[src/rtl/cacheline_adapter_if.sv]
// Signal bundle between the icache line port (dfp_*) and the 64-bit burst memory (bmem_*).
// The adapter connects through the slave modport; the cache/memory side uses master.
interface cacheline_adapter_if #(
    parameter int LINE_W = 256,
    parameter int BEAT_W = 64
);
    logic [31:0]       dfp_addr;
    logic              dfp_read;
    logic              dfp_write;
    logic [LINE_W-1:0] dfp_wdata;
    logic [LINE_W-1:0] dfp_rdata;
    logic              dfp_resp;

    logic [31:0]       bmem_addr;
    logic              bmem_read;
    logic              bmem_write;
    logic [BEAT_W-1:0] bmem_wdata;
    logic              bmem_ready;
    logic [31:0]       bmem_raddr;
    logic [BEAT_W-1:0] bmem_rdata;
    logic              bmem_rvalid;

    modport master (
        output dfp_addr, dfp_read, dfp_write, dfp_wdata,
        output bmem_ready, bmem_raddr, bmem_rdata, bmem_rvalid,
        input  dfp_rdata, dfp_resp,
        input  bmem_addr, bmem_read, bmem_write, bmem_wdata
    );

    modport slave (
        input  dfp_addr, dfp_read, dfp_write, dfp_wdata,
        input  bmem_ready, bmem_raddr, bmem_rdata, bmem_rvalid,
        output dfp_rdata, dfp_resp,
        output bmem_addr, bmem_read, bmem_write, bmem_wdata
    );
endinterface

[src/rtl/cacheline_adapter.sv]
// Converts 256-bit icache line fills/writebacks into 64-bit burst beats, one
// transaction at a time, with a registered single-cycle dfp_resp on completion.
module cacheline_adapter #(
    parameter int LINE_W = 256,
    parameter int BEAT_W = 64
) (
    input  logic               clk,
    input  logic               rst_n,
    cacheline_adapter_if.slave bus
);
    localparam int N_BEATS = LINE_W / BEAT_W;
    localparam int CNT_W   = $clog2(N_BEATS);
    localparam logic [31:0]      OFF_MASK = 32'((LINE_W / 8) - 1);
    localparam logic [CNT_W-1:0] CNT_ZERO = {CNT_W{1'b0}};
    localparam logic [CNT_W-1:0] CNT_ONE  = CNT_W'(1);
    localparam logic [CNT_W-1:0] CNT_LAST = CNT_W'(N_BEATS - 1);

    localparam logic [2:0] IDLE    = 3'd0;
    localparam logic [2:0] RD_REQ  = 3'd1;
    localparam logic [2:0] RD_DATA = 3'd2;
    localparam logic [2:0] WR_REQ  = 3'd3;
    localparam logic [2:0] WR_DATA = 3'd4;
    localparam logic [2:0] RESP    = 3'd5;

    logic [2:0]        state_r;
    logic [CNT_W-1:0]  cnt_r;
    logic [31:0]       addr_r;
    logic [LINE_W-1:0] wline_r;
    logic [LINE_W-1:0] line_r;
    logic [31:0]       bmem_addr_r;
    logic [BEAT_W-1:0] bmem_wdata_r;
    logic              bmem_read_r;
    logic              bmem_write_r;
    logic              dfp_resp_r;

    logic [31:0]       req_addr_s;
    logic              beat_hit_s;
    logic [BEAT_W-1:0] wr_beat_s;

    function automatic logic [BEAT_W-1:0] beat_sel(
        input logic [LINE_W-1:0] line,
        input logic [CNT_W-1:0]  idx
    );
        return line[int'(idx) * BEAT_W +: BEAT_W];
    endfunction

    // Aligned request address, read-beat acceptance and current write slice.
    always_comb begin
        req_addr_s = bus.dfp_addr & ~OFF_MASK;
        beat_hit_s = bus.bmem_rvalid && (bus.bmem_raddr == addr_r);
        wr_beat_s  = beat_sel(wline_r, cnt_r);
    end

    // Transaction FSM with registered bus outputs and line assembly.
    always_ff @(posedge clk or negedge rst_n) begin
        if (!rst_n) begin
            state_r      <= IDLE;
            cnt_r        <= CNT_ZERO;
            addr_r       <= 32'h0;
            wline_r      <= {LINE_W{1'b0}};
            line_r       <= {LINE_W{1'b0}};
            bmem_addr_r  <= 32'h0;
            bmem_wdata_r <= {BEAT_W{1'b0}};
            bmem_read_r  <= 1'b0;
            bmem_write_r <= 1'b0;
            dfp_resp_r   <= 1'b0;
        end else begin
            case (state_r)
                IDLE: begin
                    dfp_resp_r <= 1'b0;
                    // Writeback wins so a dirty victim leaves before its fill arrives.
                    if (bus.dfp_write) begin
                        addr_r  <= req_addr_s;
                        wline_r <= bus.dfp_wdata;
                        state_r <= WR_REQ;
                    end else if (bus.dfp_read) begin
                        addr_r  <= req_addr_s;
                        state_r <= RD_REQ;
                    end
                end
                RD_REQ: begin
                    if (bus.bmem_ready) begin
                        bmem_read_r <= 1'b1;
                        bmem_addr_r <= addr_r;
                        state_r     <= RD_DATA;
                    end
                end
                RD_DATA: begin
                    bmem_read_r <= 1'b0;
                    if (beat_hit_s) begin
                        line_r[int'(cnt_r) * BEAT_W +: BEAT_W] <= bus.bmem_rdata;
                        cnt_r <= cnt_r + CNT_ONE;
                        if (cnt_r == CNT_LAST) begin
                            dfp_resp_r <= 1'b1;
                            state_r    <= RESP;
                        end
                    end
                end
                WR_REQ: begin
                    if (bus.bmem_ready) begin
                        bmem_write_r <= 1'b1;
                        bmem_addr_r  <= addr_r;
                        bmem_wdata_r <= wr_beat_s;
                        cnt_r        <= cnt_r + CNT_ONE;
                        state_r      <= WR_DATA;
                    end
                end
                WR_DATA: begin
                    // cnt_r names the next beat to emit; wrapping to zero means the last one is on the bus.
                    if (cnt_r == CNT_ZERO) begin
                        bmem_write_r <= 1'b0;
                        dfp_resp_r   <= 1'b1;
                        state_r      <= RESP;
                    end else begin
                        bmem_wdata_r <= wr_beat_s;
                        cnt_r        <= cnt_r + CNT_ONE;
                    end
                end
                RESP: begin
                    dfp_resp_r <= 1'b0;
                    state_r    <= IDLE;
                end
                default: begin
                    state_r      <= IDLE;
                    cnt_r        <= CNT_ZERO;
                    bmem_read_r  <= 1'b0;
                    bmem_write_r <= 1'b0;
                    dfp_resp_r   <= 1'b0;
                end
            endcase
        end
    end

    assign bus.dfp_rdata  = line_r;
    assign bus.dfp_resp   = dfp_resp_r;
    assign bus.bmem_addr  = bmem_addr_r;
    assign bus.bmem_read  = bmem_read_r;
    assign bus.bmem_write = bmem_write_r;
    assign bus.bmem_wdata = bmem_wdata_r;
endmodule

[src/flat_wrapper.sv]
// flat-port wrapper written by rule: the top's interface ports become plain ports
module cacheline_adapter_flat 
#(
    parameter int LINE_W = 256,
    parameter int BEAT_W = 64
)
  (clk, rst_n, bus_dfp_addr, bus_dfp_read, bus_dfp_write, bus_dfp_wdata, bus_bmem_ready, bus_bmem_raddr, bus_bmem_rdata, bus_bmem_rvalid, bus_dfp_rdata, bus_dfp_resp, bus_bmem_addr, bus_bmem_read, bus_bmem_write, bus_bmem_wdata);
  cacheline_adapter_if #(.LINE_W(LINE_W), .BEAT_W(BEAT_W)) bus_i ();
  input  logic clk;
  input  logic rst_n;
  input wire logic [$bits(bus_i.dfp_addr)-1:0] bus_dfp_addr;
  input wire logic [$bits(bus_i.dfp_read)-1:0] bus_dfp_read;
  input wire logic [$bits(bus_i.dfp_write)-1:0] bus_dfp_write;
  input wire logic [$bits(bus_i.dfp_wdata)-1:0] bus_dfp_wdata;
  input wire logic [$bits(bus_i.bmem_ready)-1:0] bus_bmem_ready;
  input wire logic [$bits(bus_i.bmem_raddr)-1:0] bus_bmem_raddr;
  input wire logic [$bits(bus_i.bmem_rdata)-1:0] bus_bmem_rdata;
  input wire logic [$bits(bus_i.bmem_rvalid)-1:0] bus_bmem_rvalid;
  output wire logic [$bits(bus_i.dfp_rdata)-1:0] bus_dfp_rdata;
  output wire logic [$bits(bus_i.dfp_resp)-1:0] bus_dfp_resp;
  output wire logic [$bits(bus_i.bmem_addr)-1:0] bus_bmem_addr;
  output wire logic [$bits(bus_i.bmem_read)-1:0] bus_bmem_read;
  output wire logic [$bits(bus_i.bmem_write)-1:0] bus_bmem_write;
  output wire logic [$bits(bus_i.bmem_wdata)-1:0] bus_bmem_wdata;
  assign bus_i.dfp_addr = bus_dfp_addr;
  assign bus_i.dfp_read = bus_dfp_read;
  assign bus_i.dfp_write = bus_dfp_write;
  assign bus_i.dfp_wdata = bus_dfp_wdata;
  assign bus_i.bmem_ready = bus_bmem_ready;
  assign bus_i.bmem_raddr = bus_bmem_raddr;
  assign bus_i.bmem_rdata = bus_bmem_rdata;
  assign bus_i.bmem_rvalid = bus_bmem_rvalid;
  assign bus_dfp_rdata = bus_i.dfp_rdata;
  assign bus_dfp_resp = bus_i.dfp_resp;
  assign bus_bmem_addr = bus_i.bmem_addr;
  assign bus_bmem_read = bus_i.bmem_read;
  assign bus_bmem_write = bus_i.bmem_write;
  assign bus_bmem_wdata = bus_i.bmem_wdata;
  cacheline_adapter #(.LINE_W(LINE_W), .BEAT_W(BEAT_W)) u_core (.clk(clk), .rst_n(rst_n), .bus(bus_i));
endmodule
[config.mk]
export PLATFORM = sky130hd
export DESIGN_NAME = cacheline_adapter_flat
export DESIGN_NICKNAME = d
export VERILOG_FILES = /design/src/rtl/cacheline_adapter_if.sv /design/src/rtl/cacheline_adapter.sv /design/src/flat_wrapper.sv
export SDC_FILE = /design/constraint.sdc
export NUM_CORES = 1
export LEC_CHECK = 0
export ABC_AREA = 1
export CAP_MARGIN = 20
export CORE_AREA = 2 2 294 296
export CTS_BUF_LIST = sky130_fd_sc_hd__clkbuf_16
export DETAILED_ROUTE_END_ITERATION = 8
export DIE_AREA = 0 0 296 298
export GPL_TIMING_DRIVEN = 0
export PLACE_DENSITY = 0.64
export SLEW_MARGIN = 20
export SYNTH_ARGS = -nofsm -noshare
export SYNTH_HDL_FRONTEND = slang
export SYNTH_SLANG_ARGS = --single-unit
[constraint.sdc]
create_clock -name clk -period 2.8 [get_ports clk]
set_clock_uncertainty 0.2 [all_clocks]
set_input_delay 0.7 -clock clk [delete_from_list [all_inputs] [get_ports clk]]
set_output_delay 0.7 -clock clk [all_outputs]
set_load 0.005 [all_outputs]
==> flow_metrics.env <==
export IMPL_hp_class="flop to flop"
export IMPL_synthFlopType="dfrtp_1"
export IMPL_pre_cts_ws_ps=-1540
export IMPL_grt_antenna_before_repair=39
export IMPL_drt_iter0_drc=2391
export IMPL_wl_met3_um=11300
export IMPL_hpwl_um=95400
export IMPL_dieArea_sq_um=88200
export IMPL_critPathArrivalTime_ps=3070
export IMPL_start_kind="flop"
export IMPL_yosys_area_top_type="dfrtp_1"
export IMPL_cts_tree="yes"
export IMPL_hold_violations=0
export IMPL_worst_pin_slew_ps=945
export IMPL_cts_sinks=638
export IMPL_p_leak_nw=19.6
export IMPL_cp_required_ps=3160
export IMPL_worst_slack_ps=89.2
export IMPL_powerDensity_nw_per_um2=896
export IMPL_synthCells=3541
export IMPL_layout_min_cycle_time_ps=2710
export IMPL_utilization_pct=48.8
export IMPL_status="finished, final reports clean"
export IMPL_synth_cells_most_frequent="nand2_1, dfrtp_1, nand4_1"
export IMPL_ys_ff_latch=638
export IMPL_clock_latency_ps=650
export IMPL_die_height_um=298
export IMPL_grt_pass1_wl_um=181000
export IMPL_relSlewSlack_pct=37.0
export IMPL_synthDistinctLibCells=33
export IMPL_slowest_stage="dfrtp_2"
export IMPL_yosys_warnings=0
export IMPL_path_cells="buf_12 -> clkinvlp_4 -> clkbuf_4 -> ha_1 -> buf_8 -> inv_2 -> nand3_4 -> buf_2 -> nor2_1 -> nand4_1 -> nand2_1"
export IMPL_layout_nets=4771
export IMPL_synth_area_leaders="dfrtp_1, nand2_1, nand4_1"
export IMPL_cap_violations=0
export IMPL_m1WireLength_um=47800
export IMPL_setup_viol=0
export IMPL_synth_edf_count=0
export IMPL_grt_max_degree=97
export IMPL_dr_pass1_iters=7
export IMPL_seq_area_sq_um=16000
export IMPL_portBuffers=734
export IMPL_vias=28500
export IMPL_wl_per_cell_um=22.2
export IMPL_routed_wl_um=124000
export IMPL_cts_buffers=75
export IMPL_path_clk_slew_ps=60
export IMPL_wl_met2_um=59200
export IMPL_cts_buffer_depth=3
export IMPL_path_buf_inv=6
export IMPL_grt_pass1_vias=27900
export IMPL_die_w_um=296
export IMPL_timing_fmax_mhz=369
export IMPL_synth_most_common_cell="nand2_1"
export IMPL_cp_slowest_stage_delay_ps=460
export IMPL_ant_nets=0
export IMPL_seq_area_frac_synth_pct=54.0
export IMPL_crit_fanout=12
export IMPL_row_count=107
export IMPL_syn_area_per_cell_sq_um=8.35
export IMPL_multi_input_area_sq_um=11200
export IMPL_h_tree_depth=3
export IMPL_core_sq_um=84900
export IMPL_async_flop_share_pct=100
export IMPL_cp_top_family="buffers and inverters"
export IMPL_drc=0
export IMPL_period_share_pct=96.8
export IMPL_highest_layer="met5"
export IMPL_crit_type="flop to flop"
export IMPL_avgViaCountPerCell=5.09
export IMPL_grt_overflow_total=0
export IMPL_track_usage_pct=27.7
export IMPL_start_util_pct=34.8
export IMPL_slew_viol_final=0
export IMPL_place_congestion=0.901
export IMPL_ir_worst_vdd_v=0.000517
export IMPL_num_io_pins=745
export IMPL_layout_drive_gt1_share_pct=9.00
export IMPL_clock_root_buffer="clkbuf_16"
export IMPL_rsz0062_at_grt="no"
export IMPL_yosysTopAreaCellShare_pct=54.0
export IMPL_syn_area_sq_um=29600
export IMPL_area_growth_pct=40.0
export IMPL_num_fill_cells=8364
export IMPL_end_kind="flop"
==> flip-flops by register name, indices dropped and copies added, names as in the netlist <==
signal / cells
u_core.bus.dfp_resp: 1
u_core.cnt_r: 2
u_core.wline_r: 256
u_core.bus.bmem_addr: 27
u_core.addr_r: 27
u_core.state_r: 3
u_core.bus.dfp_rdata: 256
u_core.bus.bmem_write: 1
u_core.bus.bmem_read: 1
u_core.bus.bmem_wdata: 64
==> timing repair <==
item,in CTS,in global routing
cloned,0,1
hold buffers,1,0
endpoints found under the hold margin,53,0
setup buffers,5,4
pin swaps,0,2
resized for setup,64,71
endpoints found under the setup margin,327,324
==> where the power goes <==
group	leakage, nW	switching (mW)	internal, mW
clock network	1.22	4.21	5.40
registers	8.19	1.39	11.9
logic	10.2	9.09	5.08
==> final timing paths <==
kind / startpoint / endpoint / slack [ps] / cells past startpoint
min: u_core.wline_r[61] / u_core.wline_r[61] / 270 / 2
max reg2reg: u_core.cnt_r[0] / u_core.bus.dfp_rdata[54] / 90 / 11
min reg2reg: u_core.wline_r[61] / u_core.wline_r[61] / 270 / 2
min in group asynchronous: rst_n / u_core.bus.bmem_addr[19] / 390 / 2
max: u_core.cnt_r[0] / u_core.bus.dfp_rdata[54] / 90 / 11
max in group asynchronous: rst_n / u_core.wline_r[177] / 310 / 6
==> metrics by stage <==
step / total power, mW / hold slack, ps / setup TNS (ps) / area, sq um / cells
2_1_floorplan: 20.8 / 204 / 0 / 29600 / 3545
3_3_place_gp: 26.8 / 248 / - / 38400 / 5423
3_5_place_dp: 27.0 / 253 / -397270 / 38600 / 5431
4_1_cts: 37.0 / 267 / 0 / 41200 / 5572
5_1_grt: 39.3 / 279 / 0 / 41400 / 5589
6_report: 37.1 / 265 / 0 / 41400 / 5596
==> cells by family (layout without fill, tap and decap cells) <==
| family | Yosys count | count (layout) | synth area share, % |
|---|---|---|---|
| xor+xnor | 6 | 6 | 0.178 |
| flops | 638 | 638 | 54.0 |
| fa+ha+maj | 6 | 6 | 0.254 |
| buf+inv | 555 | 1443 | 8.55 |
| compound gates | 518 | 518 | 11.1 |
| simple gates | 1817 | 1817 | 25.9 |
| other cells | 1 | 24 | 0.0127 |
==> placed cells by master (no fill, tap or decap), types with 83 or more instances in the layout <==
cell type	count
clkdlybuf4s50_1	733
nand2_1	1223
nor2_1	220
nand4_1	262
o21ai_0	230
nor3_1	83
dfrtp_1	637
inv_1	266
buf_2	122
a21oi_1	159
==> worst min-delay path, delay by kind of cell, from the launching register on <==
family / cells / cell delay (ps)
simple gates: 2 / 100
flops: 1 / 330
==> final cells by class <==
type	count	area share, %
antenna	19	0.115
buffer	288	4.10
clock buffer	75	4.53
clock inverter	60	1.23
inverter	267	2.46
multi-input combinational	2352	27.0
sequential	638	38.6
tap	1144	3.46
timing repair buffer	753	18.6
==> layer usage <==
metal	up-vias	global-route usage [%]
li1	13300	-
met1	13700	33.3
met2	1214	45.9
met3	292	7.33
met4	38	12.8
met5	-	0
No activity file was read; power rests on OpenSTA's default activity.
